$ cat src/rtl/adder_ncnet_pipe.sv
// Two-stage signed three-operand adder (add1 + add2 - miuns) with per-beat
// wrap/saturate mode, per-beat overflow flag and a sticky overflow latch.
module adder_ncnet_pipe #(
  parameter int P_DATA_WIDTH = 4
) (
  input  logic                    i_clk,
  input  logic                    i_rst_n,
  input  logic                    i_ce,
  input  logic                    i_valid,
  input  logic                    i_mode,
  input  logic [P_DATA_WIDTH-1:0] i_add1,
  input  logic [P_DATA_WIDTH-1:0] i_add2,
  input  logic [P_DATA_WIDTH-1:0] i_miuns,
  input  logic                    i_ovf_clr,
  output logic [P_DATA_WIDTH-1:0] o_sum,
  output logic                    o_valid,
  output logic                    o_ovf,
  output logic                    o_ovf_sticky
);

  localparam int W  = P_DATA_WIDTH;
  localparam int WX = P_DATA_WIDTH + 2;

  // Signed range limits, both in the widened domain and at output width.
  localparam logic signed [WX-1:0] MAX_X = {3'b000, {(W-1){1'b1}}};
  localparam logic signed [WX-1:0] MIN_X = {3'b111, {(W-1){1'b0}}};
  localparam logic [W-1:0]         MAX_W = {1'b0, {(W-1){1'b1}}};
  localparam logic [W-1:0]         MIN_W = {1'b1, {(W-1){1'b0}}};

  logic signed [WX-1:0] add1_x, add2_x, miuns_x;

  logic signed [WX-1:0] s1_sum_d, s1_sum_q;
  logic signed [WX-1:0] s1_miuns_d, s1_miuns_q;
  logic                 s1_mode_d, s1_mode_q;
  logic                 s1_valid_d, s1_valid_q;

  logic signed [WX-1:0] res_x;
  logic                 pos_ovf, neg_ovf;
  logic                 res_ovf;
  logic [W-1:0]         res_sum;

  logic [W-1:0]         sum_d, sum_q;
  logic                 valid_d, valid_q;
  logic                 ovf_d, ovf_q;
  logic                 sticky_d, sticky_q;

  assign add1_x  = {{2{i_add1[W-1]}}, i_add1};
  assign add2_x  = {{2{i_add2[W-1]}}, i_add2};
  assign miuns_x = {{2{i_miuns[W-1]}}, i_miuns};

  always_comb begin
    s1_sum_d   = s1_sum_q;
    s1_miuns_d = s1_miuns_q;
    s1_mode_d  = s1_mode_q;
    s1_valid_d = s1_valid_q;
    if (i_ce) begin
      s1_sum_d   = add1_x + add2_x;
      s1_miuns_d = miuns_x;
      s1_mode_d  = i_mode;
      s1_valid_d = i_valid;
    end
  end

  // Subtraction happens two bits wide of the operands, so -2^(W-1) negates exactly.
  always_comb begin
    res_x   = s1_sum_q - s1_miuns_q;
    pos_ovf = (res_x > MAX_X);
    neg_ovf = (res_x < MIN_X);
    res_ovf = s1_valid_q & (pos_ovf | neg_ovf);
    res_sum = '0;
    if (s1_valid_q) begin
      if (s1_mode_q && pos_ovf)      res_sum = MAX_W;
      else if (s1_mode_q && neg_ovf) res_sum = MIN_W;
      else                           res_sum = res_x[W-1:0];
    end
  end

  always_comb begin
    sum_d   = sum_q;
    valid_d = valid_q;
    ovf_d   = ovf_q;
    if (i_ce) begin
      sum_d   = res_sum;
      valid_d = s1_valid_q;
      ovf_d   = res_ovf;
    end
  end

  // Set only on an enabled capture of an overflowing beat; clear ignores i_ce; set wins.
  always_comb begin
    sticky_d = sticky_q;
    if (i_ce && res_ovf) sticky_d = 1'b1;
    else if (i_ovf_clr)  sticky_d = 1'b0;
  end

  always_ff @(posedge i_clk or negedge i_rst_n) begin
    if (!i_rst_n) begin
      s1_sum_q   <= '0;
      s1_miuns_q <= '0;
      s1_mode_q  <= 1'b0;
      s1_valid_q <= 1'b0;
      sum_q      <= '0;
      valid_q    <= 1'b0;
      ovf_q      <= 1'b0;
      sticky_q   <= 1'b0;
    end else begin
      s1_sum_q   <= s1_sum_d;
      s1_miuns_q <= s1_miuns_d;
      s1_mode_q  <= s1_mode_d;
      s1_valid_q <= s1_valid_d;
      sum_q      <= sum_d;
      valid_q    <= valid_d;
      ovf_q      <= ovf_d;
      sticky_q   <= sticky_d;
    end
  end

  assign o_sum        = sum_q;
  assign o_valid      = valid_q;
  assign o_ovf        = ovf_q;
  assign o_ovf_sticky = sticky_q;

endmodule

$ cat config.mk
export PLATFORM = sky130hd
export DESIGN_NAME = adder_ncnet_pipe
export DESIGN_NICKNAME = d
export VERILOG_FILES = /design/src/rtl/adder_ncnet_pipe.sv
export SDC_FILE = /design/constraint.sdc
export NUM_CORES = 1
export LEC_CHECK = 0
export ABC_CLOCK_PERIOD_IN_PS = 2960
export CAP_MARGIN = 5
export CORE_ASPECT_RATIO = 1.75
export CORE_UTILIZATION = 28
export CTS_BUF_LIST = sky130_fd_sc_hd__clkbuf_8 sky130_fd_sc_hd__clkbuf_16
export CTS_CLUSTER_SIZE = 24
export DETAILED_ROUTE_END_ITERATION = 8
export GPL_TIMING_DRIVEN = 0
export PLACE_DENSITY = 0.54
export SYNTH_ARGS = -nofsm -noshare
export SYNTH_HDL_FRONTEND = slang
export SYNTH_SLANG_ARGS = --single-unit
$ cat constraint.sdc
create_clock -name i_clk -period 2.96 [get_ports i_clk]
set_clock_uncertainty 0.2 [all_clocks]
set_input_delay 0.592 -clock i_clk [delete_from_list [all_inputs] [get_ports i_clk]]
set_output_delay 0.592 -clock i_clk [all_outputs]
set_load 0.03 [all_outputs]
# ---- Word level (Yosys, flattened, before mapping)
# Index checks and enable logic that the tools add are counted.
dict set report word_totals {
  elab_cells 23
  regBits 19
  out_inout_bits 7
  inputBits 18
}
dict set report classes {
  n_addsub 2
  n_bitwise 2
  mux 5
  order_cmp 2
  n_reduce_logical 4
}
# operator count
set op_table {}
lappend op_table {{$mux W4} 3}
lappend op_table {{$gt A6 B4 Y1 const B} 1}
lappend op_table {{$lt A6 B4 Y1 const B} 1}
lappend op_table {{$sub A6 B4 Y6} 1}
lappend op_table {{$add A4 B4 Y5} 1}
lappend op_table {{$logic_and A1 B1 Y1} 3}
lappend op_table {{$mux W1} 2}
lappend op_table {{$reduce_bool A2 Y1} 1}
lappend op_table {{$and A1 B1 Y1} 1}
lappend op_table {{$or A1 B1 Y1} 1}

# ---- Depth between registers and ports, before layout
# Gate-level depths: netlist of run 1.
dict set report logic_depth {
  word_depth 6
  ltp_mapped 8
  depth_no_buf 8
}

# ---- Least setup slack after synthesis of run 1
# No wires, ideal clock.
dict set report synth_timing {
  path_kind {register -> register}
  start {reg s1_miuns_q[0]}
  end {reg sum_q[3] (netlist: o_sum[3])}
  path_buffers 0
  setup_ps 137
  synth_period_minus_slack_ps 2214
  arrival_ps 1876
  path_slack_ps 746
  path_stages_with_launch 8
  t_required_ps 2623
  cell_sequence {dfrtp_1 ha_1 fa_1 nand2b_1 a211oi_2 nor3_2 a2111oi_2 o32ai_1}
}
dict set report synth_via {
  elab_chain_cells 6
  elab_cells_between_ends 8
  cone_classes {add/sub: 1; order compare: 2; mux: 3; reduce/logical: 2}
}
# element line_no
set synth_lines {}
lappend synth_lines {{start: declaration} 33} ;# logic signed [WX-1:0] s1_miuns_d, s1_miuns_q;
lappend synth_lines {{start signal: assignment} 108} ;# s1_miuns_q <= s1_miuns_d;
lappend synth_lines {{$sub A6 B4 Y6 (*)} 66} ;# res_x = s1_sum_q - s1_miuns_q;
lappend synth_lines {{$lt A6 B4 Y1} 68} ;# neg_ovf = (res_x < MIN_X);
lappend synth_lines {{$logic_and A1 B1 Y1} 73} ;# else if (s1_mode_q && neg_ovf) res_sum = MIN_W;
lappend synth_lines {{$mux W4} 73}
lappend synth_lines {{$mux W4 (*)} 72} ;# if (s1_mode_q && pos_ovf) res_sum = MAX_W;
lappend synth_lines {{$mux W4 (*)} 71} ;# if (s1_valid_q) begin
lappend synth_lines {{end signal: assignment} 111} ;# sum_q <= sum_d;
lappend synth_lines {{end: declaration} 42} ;# logic [W-1:0] sum_d, sum_q;
# Mark *: on every way between the ends. The rest lies on a longest branch, timed or not.
# A chain may end at the register's enable or synchronous reset.

# ---- Final worst setup path of run 1
# Ends and elaborated chain as after synthesis.

==> results of run 1 <==
==> final cells by class <==
type                            instances  area share (%)
Buffer                                  4           1.703
Multi-Input combinational cell         84           42.58
Timing Repair Buffer                   24           15.57
Inverter                               14           3.406
Tap cell                               49           3.974
Sequential cell                        18           29.20
Clock buffer                            4           3.569
==> sequential cells by signal, summed over array words and instances (netlist names) <==
signal        cells
o_ovf             1
o_ovf_sticky      1
o_sum             4
o_valid           1
s1_miuns_q        4
s1_mode_q         1
s1_sum_q          5
s1_valid_q        1
==> placed cells by master (no fill, tap or decap), types with 2 or more instances in the layout <==
master	n
clkdlybuf4s50_1	24
mux2_2	4
a21oi_1	7
clkbuf_1	2
o22ai_1	2
dfrtp_1	18
fa_1	2
ha_1	9
inv_1	14
clkbuf_8	4
o21ai_0	6
xnor2_1	2
nor2_1	8
mux2i_1	3
nand2_1	10
nor2b_1	2
o311ai_0	2
nor3_1	2
xor2_1	2
nand2b_1	5
==> logic make-up after synthesis <==
| kind of cell | after synthesis | synth area share (%) |
|---|---|---|
| simple gates | 33 | 16.03 |
| buf+inv | 18 | 6.646 |
| flops | 18 | 37.97 |
| mux | 7 | 6.329 |
| compound gates | 29 | 17.19 |
| fa+ha+maj | 11 | 12.87 |
| xor+xnor | 4 | 2.954 |
==> report_power, final <==
group	total, mW	switching (mW)	internal, mW
Combinational	0.472	0.264	0.208
Sequential	0.319	0.0252	0.294
Clock	0.204	0.0861	0.118
==> how the worst max path moves through the flow <==
stage,from,to,slack (ps),depth (start not counted)
4_1_cts,s1_miuns_q[0],o_sum[0],510,7
3_3_place_gp,i_ce,o_sum[0],380,5
3_5_place_dp,i_ce,o_sum[0],370,5
5_1_grt,s1_miuns_q[0],o_sum[3],400,7
6_report,s1_miuns_q[0],o_sum[3],510,7
2_1_floorplan,s1_miuns_q[0],o_sum[3],750,7
==> metal layers <==
metal	global-route usage, %	vias up	wire length, um
li1	-	478	-
met1	11.43	452	882
met2	23.44	27	1385
met3	2.083	12	70
met4	12.37	0	166
met5	0	-	0
==> metrics by stage <==
step / worst slack (ps) / utilization [%]
after CTS: 508.4 / 37.52
after global placement: 381.0 / 36.18
after global routing: 399.5 / 37.52
final: 513.0 / 37.52
after detailed placement: 371.9 / 36.18
after floorplan: 746.2 / -
==> results.md, run 1 <==
- DR vias/cell: approximately 5
- First-pass GRT wire length: 4202 um
- Post-DP HPWL: 2029 um
- Syn. warnings: 0
- Vias in the first global route: around 1000
- Cell accounting for the most synthesized area: dfrtp_1
- WP data required: 2870 ps
- Worst Reg2Reg Path Length in Cells: 7
- Crit path cell chain: ha_1, fa_1, nand2b_1, a211oi_2, nor3_2, a2111oi_2, o32ai_1
- Post-CTS setup buffer count: 0
- Number of gates resized after cts: 0
- Clock sink total: 18
- Top cells by area, synth: dfrtp_1 38%, ha_1 9.5%, inv_1 4.4%, mux2_2 3.8%, fa_1 3.4%
- Hold WS: 308.4 ps
- Post-Syn Nets: ~150
- WP buf/inv: 0
- Initial antenna violation count: 0
- Core Box Area: 4111 um^2
- Largest buffer count on any clock path: 2
- Clk Tree Root Cell: clkbuf_8
- Setup slack, reg-to-reg: 510 ps
- Crit Path Max Fanout: 3
- Tot GR Track Use: 12.87%
- Top delay family on crit path: compound AO/OA/AOI/OAI gates
- Nets: 178
- Pwr Density: 645.5 nW/um^2
- Setup crit end kind: register
- Setup TNS Final: 0 ps
- Router iterations before antenna repair: 4
- GP Congestion: 0.9783
- Die Width: 51.20 um
- Synth unique cells: 38
- Hold/Removal Path Class: reg -> reg
- Final Critical Period: 2447 ps
- Fraction of layout instances using a drive strength above 1: 13.51%
- Startpoint Class: register
- Drt wl/cell: 12.72 um
- Synthesis-to-finish area growth: 30.06%
- DRT antenna net count: 0
- Most common library cells after synthesis: 18 x dfrtp_1, 14 x inv_1, 10 x nand2_1
- RSZ-0062 raised after global routing: false
- Count leader, synth: dfrtp_1
- Hold buffers post-CTS: 0
- FF+latch count, synth: 18
- Fill count: 460
- HP Start: s1_valid_q
- Slew @ Worst Pin: 820.3 ps
- Multi-input gate area in the final layout: 656.9 um^2
- Max-Cap Viols: 0
- Post-Route WL: 2505 um
- CTS tree: built
- Diode count: 0
- Final Non-Filler Cells: 197
- Leak Pwr: 0.6761 nW
- Hold Violations, Final: 0
- IO Count: 25
- DP Area: roughly 1500 um^2
- # rows: 31
- Die Height: 88.10 um
- Hold endpoint: s1_valid_q
- DR vias: 969
- Worst vdd ir: around 0.25 mV
- Final Power: 0.9958 mW
- Placed insts: 193
- Mapped cell area: 1186 um^2
- DRT iter0 DRCs: 7
- Final setup viols: 0
- Crit path DAT: 2360 ps
- Port Buf Inserts: 24
- Initial Util: just under 30%
- Final cycle utilization of the critical path: 82.67%
- WHS Path Cells: 1
- Achievable Freq: 408.7 MHz
- Seq/Total Area, Yosys: ~38%
- CTS buffer count: 3
- Slowest stage cell, crit path: fa_1
- Synthesized area per cell: just under 10 um^2
- Slew HR: between 40% and 50%
- CTS clk-pin slew, worst paths: ~70 ps
- Status: finished, final reports clean
- Skew-Pair Late Insertion Delay: 260 ps
- Fin. max-slew vios: 0
- Post-synth ARST share: 100.0%
- Syn Inst Count: 120
- Global-route congestion overflow total: 0
- Largest net degree at the start of global routing: 19
- Synth top area share: 37.97%
- FF-to-FF End: o_sum[3]
- Most used flip-flop cell after synthesis: dfrtp_1
- FF/Latch Area: 450.4 um^2
- Post-route cell area: 1543 um^2
- WS Path Type: reg -> reg
- Die area: between 4000 and 5000 um^2
- H-Tree Depth: 1
- Slowest stage delay, CP: 400 ps
- Remaining DRCs: 0
- Reg-to-reg critical path startpoint: s1_miuns_q[0]
- Post-synth EDFFs: 0
No activity file was read; power rests on OpenSTA's default activity.
==> run 2, diff against run 1 <==
ABC_CLOCK_PERIOD_IN_PS = 2400   (was 2960)
clock period = 2.4 ns   (was 2.96 ns; I/O delays follow)
==> run 2 against run 1 <==
Worst setup slack worse by 420 ps. Register-to-register slack lost 420 ps. Sequential power grew 24%. First-iteration DRC count is 29% higher. Via count up 0.10%. Critical path type unchanged. Largest cell class unchanged.
==> results.md, run 2 (synthesized netlist as in run 1, its figures left out) <==
- Pwr Density: 808.3 nW/um^2 (+25%)
- Largest net degree at the start of global routing: 19 (unchanged)
- Fin util: 38.59% (+1.1 points)
- Die Height: 88.10 um (unchanged)
- WHS Path Cells: 1 (unchanged)
- GP Congestion: 0.9783 (unchanged)
- Final setup viols: 0 (unchanged)
- Final cycle utilization of the critical path: 96.20% (+14 points)
- Max-Cap Viols: 0 (unchanged)
- WP data required: 2310 ps (-560 ps)
- Diode count: 0 (unchanged)
- Final Power: 1.282 mW (+29%)
- Final Critical Period: 2309 ps (-138.1 ps)
- Remaining DRCs: 0 (unchanged)
- DR vias: 970 (+0.10%)
- Metal2 WL: 1420 um (+2.5%)
- Hold endpoint: s1_valid_q
- Hold/Removal Path Class: reg -> reg
- Global-route congestion overflow total: 0 (unchanged)
- Startpoint Class: register
- Fraction of layout instances using a drive strength above 1: 16.22% (+2.7 points)
- # rows: 31 (unchanged)
- Most common cell after layout, fill and taps aside: clkdlybuf4s50_1
- Hold buffers post-CTS: 0 (unchanged)
- Achievable Freq: 433.1 MHz (+6.0%)
- Synthesis-to-finish area growth: 33.76%
- Fin. max-slew vios: 0 (unchanged)
- Top Layer Used: met4
- Slew HR: 45.33% (+0.19 points)
- Met3 Wirelength: 81 um (+16%)
- Commonest cells after routing, fill and taps aside: 24 x clkdlybuf4s50_1, 18 x dfrtp_1, 14 x inv_1
- Worst vdd ir: 0.3121 mV (+27%)
- H-Tree Depth: 1 (unchanged)
- DRT antenna net count: 0 (unchanged)
- Clk Tree Root Cell: clkbuf_8
- Post-CTS setup buffer count: 0 (unchanged)
- Slew @ Worst Pin: 817.4 ps (-2.837 ps)
- FF-to-FF End: o_sum[3]
- Port Buf Inserts: 24 (unchanged)
- CTS clk-pin slew, worst paths: 70 ps (about the same)
- Post-DP HPWL: 2029 um (unchanged)
- DR vias/cell: 4.924 (+0.10%)
- Largest buffer count on any clock path: 2 (unchanged)
- Worst Reg2Reg Path Length in Cells: 7 (unchanged)
- HP Start: s1_valid_q
- Setup slack, reg-to-reg: 90 ps (-420 ps)
- RSZ-0062 raised after global routing: true
- Crit path DAT: 2220 ps (-140 ps)
- CTS buffer count: 3 (unchanged)
- Skew-Pair Late Insertion Delay: 260 ps (about the same)
- Drt wl/cell: 12.94 um (+1.8%)
- Hold Violations, Final: 0 (unchanged)
- Die area: 4511 um^2 (unchanged)
- Place WS: -76.09 ps (-448.0 ps)
- Initial Util: 28.85% (unchanged)
- Core Box Area: 4111 um^2 (unchanged)
- DRT iter0 DRCs: 9 (+2)
- Post-Route WL: 2550 um (+1.8%)
- Status: finished, final reports clean
- Die Width: 51.20 um (unchanged)
- Vias in the first global route: 984 (-0.61%)
- Initial antenna violation count: 0 (unchanged)
- Nets: 178 (unchanged)
- Hold WS: 308.4 ps (-0.001000 ps)
- Reg-to-reg critical path startpoint: s1_miuns_q[0]
- Router iterations before antenna repair: 2 (-2)
- Setup crit end kind: register
- Crit Path Max Fanout: 3 (unchanged)
- Tot GR Track Use: 12.95% (+0.075 points)
- Met1 wire length: 907 um (+2.8%)
- Number of flip-flops in the largest register: 5 (unchanged)
- First-pass GRT wire length: 4222 um (+0.48%)
- Leak Pwr: 0.6828 nW (+0.99%)
- IO Count: 25 (unchanged)
- Post-route worst setup slack: 91.09 ps (-421.9 ps)
- Clock sink total: 18 (unchanged)
- WS Path Type: reg -> reg
- Largest reg by FF count: s1_sum_q
- CTS tree: built
[run 2: cell types whose count changed in the layout (fill, tap and decap cells not counted)]
cell	change
a2111oi_2	-1
a2111oi_4	+1
a211oi_1	-1
a211oi_4	+1
fa_1	-1
fa_2	+1
nand2b_1	-1
nand2b_4	+1
nor2b_1	-1
nor2b_2	+1
nor3_2	-1
nor3_4	+1
[run 2: how the worst max path moves through the flow]
| stage | from | endpoint | slack [ps] |
|---|---|---|---|
| finish | s1_miuns_q[0] | o_sum[3] | 90 |
| floorplan | s1_miuns_q[0] | o_sum[3] | 190 |
| CTS | s1_miuns_q[0] | o_sum[3] | 20 |
| global placement | i_ce | o_sum[0] | -70 |
| detailed placement | i_ce | o_sum[0] | -80 |
| global route | s1_miuns_q[0] | o_sum[3] | -6 |
[run 2: where the power goes]
group	internal, mW	leakage [nW]	total, mW	switching, mW
clock	0.146	0.0288	0.253	0.107
combinational	0.280	0.435	0.635	0.355
sequential	0.363	0.219	0.394	0.0313
total	0.789	0.683	1.28	0.494
[run 2: layout make-up]
class	instances	area [um^2]
timing repair buffer	24	240.2
buffer	4	26.28
multi-input combinational	84	700.7
tap	49	61.31
fill	459	2525
inverter	14	52.55
sequential	18	450.4
clock buffer	4	55.05
[run 2: through the flow]
stage	std cells	area (um^2)	TNS, ps
3_5_place_dp	193	1488	-218.6
5_1_grt	197	1587	-6.363
4_1_cts	197	1567	0
6_report	197	1587	0
3_3_place_gp	193	1488	-162.1
2_1_floorplan	120	1186	0
[run 2: timing repair]
item                                    CTS  global route
pin swaps                                 1             3
resized for setup                         4             3
endpoints found under the setup margin    4             2
endpoints found under the hold margin     0             0
[run 2: metal layers]
| layer | vias up | track usage (%) |
|---|---|---|
| met2 | 25 | 24.04 |
| met5 | - | 0 |
| met1 | 460 | 11.66 |
| met4 | 0 | 11.11 |
| met3 | 10 | 2.083 |
| li1 | 475 | - |
[run 2: worst max-delay path, stage by stage (launching register included)]
cell and delay (ps):
dfrtp_1 380, ha_1 210, fa_2 360, nand2b_4 170, a211oi_4 270, nor3_4 100
a2111oi_4 350, o32ai_1 130
==> run 3, diff against run 2 <==
CORE_UTILIZATION = 50   (was 28)
CTS_BUF_LIST = not set   (was sky130_fd_sc_hd__clkbuf_8 sky130_fd_sc_hd__clkbuf_16)
PLACE_DENSITY = 0.84   (was 0.54)
==> run 3 against run 2 <==
Clock power barely moved. Die area fell by 43%. Worst hold slack got worse by 14 ps. Wire length rose by 4.4%. Register-to-register slack improved by 20 ps. Non-clock buffer count did not move. Clock-buffer cell count did not move. Core utilization rose by 30 points. Critical path depth rose by 1. Design area fell by 1.1%.
==> results.md, run 3 (synthesized netlist as in run 1, its figures left out) <==
- RSZ-0062 raised after global routing: false
- Hold Violations, Final: 0 (unchanged)
- Tot GR Track Use: 24.42% (+11 points)
- Die area: 2579 um^2 (-43%)
- Commonest cells after routing, fill and taps aside: 24 x clkdlybuf4s50_1, 18 x dfrtp_1, 14 x inv_1
- DR vias/cell: 5.688 (+16%)
- Post-CTS setup buffer count: 0 (unchanged)
- Initial Util: 52.17% (+23 points)
- Startpoint Class: register
- Achievable Freq: 436.3 MHz (+0.75%)
- Post-DP HPWL: 2112 um (+4.1%)
- First-pass GRT wire length: 4257 um (+0.83%)
- Initial antenna violation count: 0 (unchanged)
- Worst setup startpoint: s1_sum_q[0]
- Worst vdd ir: 0.3999 mV (+28%)
- Final Critical Period: 2292 ps (-17.14 ps)
- WP data required: 2320 ps (about the same)
- HP Start: o_sum[0]
- DRT antenna net count: 0 (unchanged)
- Fin util: 69.01% (+30 points)
- Port Buf Inserts: 24 (unchanged)
- Post-Route WL: 2661 um (+4.4%)
- Setup crit end kind: register
- # rows: 23 (-26%)
- Synthesis-to-finish area growth: 32.28%
- Diode count: 0 (unchanged)
- Skew-Pair Late Insertion Delay: 260 ps (about the same)
- Remaining DRCs: 0 (unchanged)
- WHS Path Cells: 2 (+1)
- IO Count: 25 (unchanged)
- Die Width: 38.82 um (-24%)
- Crit path DAT: 2220 ps (about the same)
- Router iterations before antenna repair: 4 (+2)
- Status: finished, final reports clean
- Final cycle utilization of the critical path: 95.49% (-0.71 points)
- DRT iter0 DRCs: 31 (+22)
- Final Non-Filler Cells: 173 (-12%)
- Place WS: -122.1 ps (-45.99 ps)
- Largest buffer count on any clock path: 2 (unchanged)
- Clock sink total: 18 (unchanged)
- Most common cell after layout, fill and taps aside: clkdlybuf4s50_1
- CTS tree: built
- Placed insts: 169 (-12%)
- H-Tree Depth: 1 (unchanged)
- Setup slack, reg-to-reg: 110 ps (+20 ps)
- Leak Pwr: 0.6861 nW (+0.48%)
- Clk Tree Root Cell: clkbuf_8
- Fill count: 174 (-62%)
- Largest net degree at the start of global routing: 19 (unchanged)
- Slew @ Worst Pin: 832.8 ps (+15.39 ps)
- Drt wl/cell: 15.38 um (+19%)
- Worst Reg2Reg Path Length in Cells: 8 (+1)
- Hold WS: 294.4 ps (-13.99 ps)
- Nets: 178 (unchanged)
- Number of flip-flops in the largest register: 5 (unchanged)
- FF-to-FF End: o_sum[3]
- CTS buffer count: 3 (unchanged)
- Crit Path Max Fanout: 3 (unchanged)
- Slew HR: 44.30% (-1.0 points)
- Global-route congestion overflow total: 0 (unchanged)
- Fin. max-slew vios: 0 (unchanged)
- Die Height: 66.43 um (-25%)
- Pwr Density: 827.7 nW/um^2 (+2.4%)
- Final setup viols: 0 (unchanged)
- DR vias: 984 (+1.4%)
- Hold buffers post-CTS: 0 (unchanged)
- Largest reg by FF count: s1_sum_q
- Fraction of layout instances using a drive strength above 1: 17.57% (+1.4 points)
- Core Box Area: 2273 um^2 (-45%)
- Final Power: 1.299 mW (+1.3%)
- Post-route worst setup slack: 108.2 ps (+17.14 ps)
- Reg-to-reg critical path startpoint: s1_sum_q[0]
- Max-Cap Viols: 0 (unchanged)
- Hold/Removal Path Class: reg -> reg
- CTS clk-pin slew, worst paths: 70 ps (about the same)
- Vias in the first global route: 980 (-0.41%)
- GP Congestion: 0.8090 (-17%)
- WS Path Type: reg -> reg
- Hold endpoint: o_sum[0]
-- run 3: cell counts in the layout (fill, tap and decap cells not counted) --
Identical to the previous run, type by type.
-- run 3: area by class of cell --
| cell class | count | area (um^2) | area share [%] |
|---|---|---|---|
| inverter | 14 | 52.55 | 3.349 |
| buffer | 4 | 26.28 | 1.675 |
| clock buffer | 4 | 55.05 | 3.509 |
| timing repair buffer | 24 | 240.2 | 15.31 |
| tap | 25 | 31.28 | 1.994 |
| multi-input combinational | 84 | 713.2 | 45.45 |
| sequential | 18 | 450.4 | 28.71 |
-- run 3: where the power goes --
| group | leakage (nW) | internal [mW] | switching [mW] |
|---|---|---|---|
| registers | 0.219 | 0.363 | 0.0333 |
| clock network | 0.0288 | 0.146 | 0.106 |
| logic | 0.438 | 0.287 | 0.364 |
-- run 3: stage by stage --
stage / instance area [um^2] / TNS, ps
2_1_floorplan: 1186 / 0
3_3_place_gp: 1458 / -79.05
3_5_place_dp: 1458 / -285.7
4_1_cts: 1554 / 0
5_1_grt: 1569 / 0
6_report: 1569 / 0
-- run 3: worst max path at each step --
stage,end,slack (ps),cells after the start
3_5_place_dp,o_sum[1],-120,5
6_report,o_sum[3],110,8
3_3_place_gp,o_sum[0],-40,5
2_1_floorplan,o_sum[3],190,7
5_1_grt,o_sum[1],20,8
4_1_cts,o_sum[1],10,8
-- run 3: what timing repair did --
item / CTS / global route
setup endpoints to repair: 3 / 4
resized for setup: 7 / 4
pin swaps: 4 / 3
-- run 3: critical path, cell delays in order, from the launching register on --
cell and delay, ps:
dfrtp_1 330, inv_1 60, ha_2 200, fa_2 350, nand2b_4 170, a211oi_4 280, nor3_4 90, a2111oi_4 370
o32ai_2 110
-- run 3: routing by layer --
| metal | GRT usage, % | part of all wire [%] | wire, um |
|---|---|---|---|
| met1 | 24.24 | 35 | 943 |
| met2 | 43.96 | 60 | 1609 |
| met3 | 5.051 | 2.1 | 57 |
| met4 | 12.93 | 1.9 | 51 |
| met5 | 0 | 0 | 0 |
==> patch 1 (settings of run 1) <==
Put one more register stage on the output `o_ovf`, with the module's reset. The value now appears one clock later. The other outputs are not delayed to match.
--- a/src/rtl/adder_ncnet_pipe.sv
+++ b/src/rtl/adder_ncnet_pipe.sv
@@ -119,3 +119,9 @@
   assign o_valid      = valid_q;
-  assign o_ovf        = ovf_q;
+  always_ff @(posedge i_clk or negedge i_rst_n) begin
+    if (!i_rst_n) begin
+      o_ovf <= '0;
+    end else begin
+      o_ovf <= ovf_q;
+    end
+  end
   assign o_ovf_sticky = sticky_q;
Check against the original RTL: not equivalent (a bounded check fails within 4 cycles, from zero or initial values and one cycle with i_rst_n low).
==> patch 1 against run 1 <==
Non-clock buffer count stayed put; final area rose by 1.1%; sequential cell count up 1; total power barely moved; wire length rose by 7.1%; critical path depth rose by 1; first-iteration DRC count is 43% higher; worst setup slack got worse by 0.0074 ns; synthesized area up 2.1%; global-route usage is 0.68 points higher.
==> patch 1: results (changes against run 1) <==
status completed (unchanged); WL met2 1520 um (was 1390 um); Reg2Reg Depth 8 (was 7); sequential power share 0.340 (was 0.320); Power Density 639 nW/um2 (was 646 nW/um2); highest metal used met4 (unchanged); compound-gate portion of the synthesized area 0.168 (was 0.172); Hold Path Sink o_ovf (was s1_valid_q); worst r2r dst o_sum[0] (was o_sum[3]); layout cell share with drive strength beyond 1 0.134 (was 0.135); antenna violations before repair 0 (unchanged); xor and xnor area share after synthesis 0.0289 (was 0.0295); Setup WS pre-CTS 0.350 ns (was 0.372 ns); Tot GR Track Use 0.135 (was 0.129); met2 Use GR 0.254 (was 0.234); VDD IR max 0.289 mV (was 0.246 mV); filler cell count 430 (was 460); area grow syn2layout 28.7% (was 30.1%); dpl cell area 1510 um2 (was 1490 um2); Commonest cells post-synth 19 x dfrtp_1, 14 x inv_1, 10 x nand2_1, 9 x ha_1, 8 x nor2_1 (was 18 x dfrtp_1, 14 x inv_1, 10 x nand2_1, 9 x ha_1, 8 x nor2_1); first-pass GRT wire length 4600 um (was 4200 um); hold path start ovf_q (was s1_valid_q); clock latency on the worst-skew pair 0.25 ns; pin count of the biggest net entering global routing 20 (was 19); Lkg Pwr 0.000685 uW (was 0.000676 uW); sequential fraction of the synthesis area 0.393 (was 0.380); Iter 0 DRT Violations 10 (was 7); FF-to-FF Start s1_sum_q[0] (was s1_miuns_q[0]); Syn Nets 150 (was 149); Wirelength per Cell 13.6 um (was 12.7 um); number of global-route vias before repair 1014 (was 990); hold path depth 0 (was 1); Post-synth ARST share 1.00 (unchanged); switch share 0.383 (was 0.377); post-layout net count 179 (was 178); vias 983 (was 969); Slew @ Worst Pin 0.885 ns (was 0.820 ns); DRT Pass-1 Iters 4 (unchanged); Syn Inst Count 121 (was 120); critical path's top delay family simple AND/OR/NAND/NOR gates (was compound AO/OA/AOI/OAI gates); Worst path max stage delay 0.41 ns; hpwl dp 2170 um (was 2030 um); worst hold slack 0.180 ns (was 0.308 ns); mux contribution to synthesized area 0.0620 (was 0.0633); adder-cell share of the synthesized area 0.126 (was 0.129); Synth area leaders dfrtp_1 39%, ha_1 9.3%, inv_1 4.3% (was dfrtp_1 38%, ha_1 9.5%, inv_1 4.4%); CP max FO 3 (unchanged); Post-Route WL 2680 um (was 2510 um); M1 wire length 1000 um (was 882 um); met1 global-route usage 0.140 (was 0.114); routed wl met3 89 um (was 70 um); met3 Use GR 0.0238 (was 0.0208); gp weighted congestion 0.919 (was 0.978); P_clk 183 uW (was 204 uW); Placed Cells 194 (was 193)
[patch 1: cell count changes after synthesis]
cell	before	now
dfrtp_1	18	19
[patch 1: area by class of cell]
| cell class | count | share of cell area |
|---|---|---|
| plain buffers | 4 | 0.0169 |
| clock buffers | 3 | 0.0265 |
| clock inverters | 1 | 0.00321 |
| inverters | 14 | 0.0337 |
| multi-input cells | 84 | 0.421 |
| flip-flops and latches | 19 | 0.305 |
| well taps | 49 | 0.0393 |
| repair buffers | 24 | 0.154 |
[patch 1: worst max path at each step]
stage | startpoint | to | slack (ns) | cells past startpoint
after floorplan | s1_miuns_q[0] | o_sum[3] | 0.75 | 7
after global placement | i_ce | o_sum[1] | 0.36 | 5
after detailed placement | i_ce | o_sum[1] | 0.35 | 5
after CTS | s1_miuns_q[0] | o_sum[1] | 0.54 | 7
after global routing | s1_miuns_q[0] | o_sum[0] | 0.37 | 7
final | s1_sum_q[0] | o_sum[0] | 0.51 | 8
==> patch 2 (flow settings as in run 1) <==
Without the edit above. Set the parameter `P_DATA_WIDTH` to 3 (it was 4).
--- a/src/rtl/adder_ncnet_pipe.sv
+++ b/src/rtl/adder_ncnet_pipe.sv
@@ -3,3 +3,3 @@
 module adder_ncnet_pipe #(
-  parameter int P_DATA_WIDTH = 4
+  parameter int P_DATA_WIDTH = 3
 ) (
Ports: changed (resized i_add1, i_add2, i_miuns and o_sum); port bits go from 25 to 21. No check against the original RTL was run, so the function may have changed too.
==> patch 2 against run 1 <==
Total power is 25% lower; final area is 21% lower; hold slack worse by 0.026 ns; worst setup slack better by 0.12 ns; synthesized area is 23% lower; wire length is 27% lower; critical path depth is 1 higher; sequential cell count is 3 lower; non-clock buffer count is 6 lower; clock power is 16% lower.
==> patch 2: results (changes against run 1) <==
adder-cell share of the synthesized area 0.139 (was 0.129); gp weighted congestion 0.766 (was 0.978); Syn Nets 114 (was 149); worst reg-to-reg setup slack 0.64 ns (was 0.51 ns); worst hold path type flip-flop to flip-flop (unchanged); Reg2Reg Depth 8 (was 7); xor and xnor area share after synthesis 0.0382 (was 0.0295); Clk pin slew, worst setup/hold paths 0.07 ns (about the same); Post-synth ARST share 1.00 (unchanged); number of global-route vias before repair 773 (was 990); max FFs per register 4 (was 5); pin count of the biggest net entering global routing 16 (was 19); worst r2r dst o_ovf_sticky (was o_sum[3]); post-synthesis cell type count 33 (was 38); hpwl dp 1470 um (was 2030 um); status completed (unchanged); CP max FO 4 (was 3); Synth area leaders dfrtp_1 41%, ha_1 9.5%, inv_1 6.1% (was dfrtp_1 38%, ha_1 9.5%, inv_1 4.4%); FF-to-FF Start s1_sum_q[0] (was s1_miuns_q[0]); Slew @ Worst Pin 0.685 ns (was 0.820 ns); Wirelength per Cell 11.6 um (was 12.7 um); DRT Pass-1 Iters 3 (was 4); layout cell share with drive strength beyond 1 0.105 (was 0.135); compound-gate portion of the synthesized area 0.188 (was 0.172); Iter 0 DRT Violations 10 (was 7); hold path start o_sum[2] (was s1_valid_q); worst hold slack 0.283 ns (was 0.308 ns); Commonest cells post-synth 15 x dfrtp_1, 15 x inv_1, 7 x ha_1, 7 x nand2_1, 6 x o21ai_0 (was 18 x dfrtp_1, 14 x inv_1, 10 x nand2_1, 9 x ha_1, 8 x nor2_1); Tot GR Track Use 0.125 (was 0.129); drt via density 4.73 (was 4.92); Hold Path Sink o_sum[2] (was s1_valid_q); Lkg Pwr 0.000533 uW (was 0.000676 uW); mux contribution to synthesized area 0.0477 (was 0.0633); YS warnings 0 (unchanged); CP arrival 2.23 ns (was 2.36 ns); VDD IR max 0.210 mV (was 0.246 mV); sequential fraction of the synthesis area 0.409 (was 0.380); post-layout net count 139 (was 178); first-pass GRT wire length 3210 um (was 4200 um)
==> patch 2: changes by cell type after synthesis, sizes merged, moves of 2 or more <==
cell and delta:
a21oi -5, dfrtp -3, ha -2, mux2i -2
nand2 -3, nand2b -4, nor2 -7, nor3 -3
==> patch 2: cell type report <==
type	count	area [um2]
Fill cell	334	1920
Multi-Input combinational cell	58	470
Sequential cell	15	375
Timing Repair Buffer	20	200
Inverter	15	56.3
Tap cell	43	53.8
Clock buffer	3	41.3
Buffer	2	15.0
Clock inverter	1	5.00
==> patch 2: worst max-delay path by stage <==
| stage | depth (start not counted) | end | slack (ns) |
|---|---|---|---|
| after floorplan | 8 | o_ovf | 0.89 |
| after global placement | 6 | s1_sum_q[2] | 0.60 |
| after detailed placement | 6 | s1_sum_q[2] | 0.56 |
| after CTS | 8 | o_ovf_sticky | 0.61 |
| after global routing | 8 | o_ovf_sticky | 0.55 |
| final | 8 | o_ovf_sticky | 0.64 |
==> patch 2: kinds of logic after synthesis <==
group / count (synthesis)
xor+xnor: 4
simple gates: 17
buf+inv: 17
mux: 4
flops: 15
fa+ha+maj: 9
compound gates: 24
==> patch 2: critical path: stages (launching register included) <==
cell and delay (ns):
dfrtp_1 0.36, inv_1 0.07, ha_1 0.16, inv_1 0.05, fa_1 0.44, xnor2_1 0.29, o311ai_0 0.20, a21boi_0 0.29
o22ai_1 0.12
==> patch 2: routing by layer <==
layer,track usage,wire length (um),vias up
li1,-,-,367
met1,0.121,685,356
met2,0.217,1050,15
met3,0.0209,40,5
met4,0.0970,48,0
met5,0,0,-
==> patch 2: stage by stage <==
stage / worst slack (ns) / cells / cell area, um2 / power [uW]
after floorplan: 0.889 / 90 / 917 / 475
after global placement: 0.598 / 153 / 1170 / 571
after detailed placement: 0.564 / 153 / 1170 / 580
after CTS: 0.615 / 157 / 1220 / 752
after global routing: 0.546 / 157 / 1220 / 789
final: 0.638 / 157 / 1220 / 746
==> patch 2: report_power, final <==
| group | internal [uW] | switching (uW) | leakage (uW) |
|---|---|---|---|
| Combinational | 143 | 167 | 0.000325 |
| Sequential | 242 | 21.2 | 0.000183 |
| Clock | 93.4 | 78.5 | 0.0000255 |
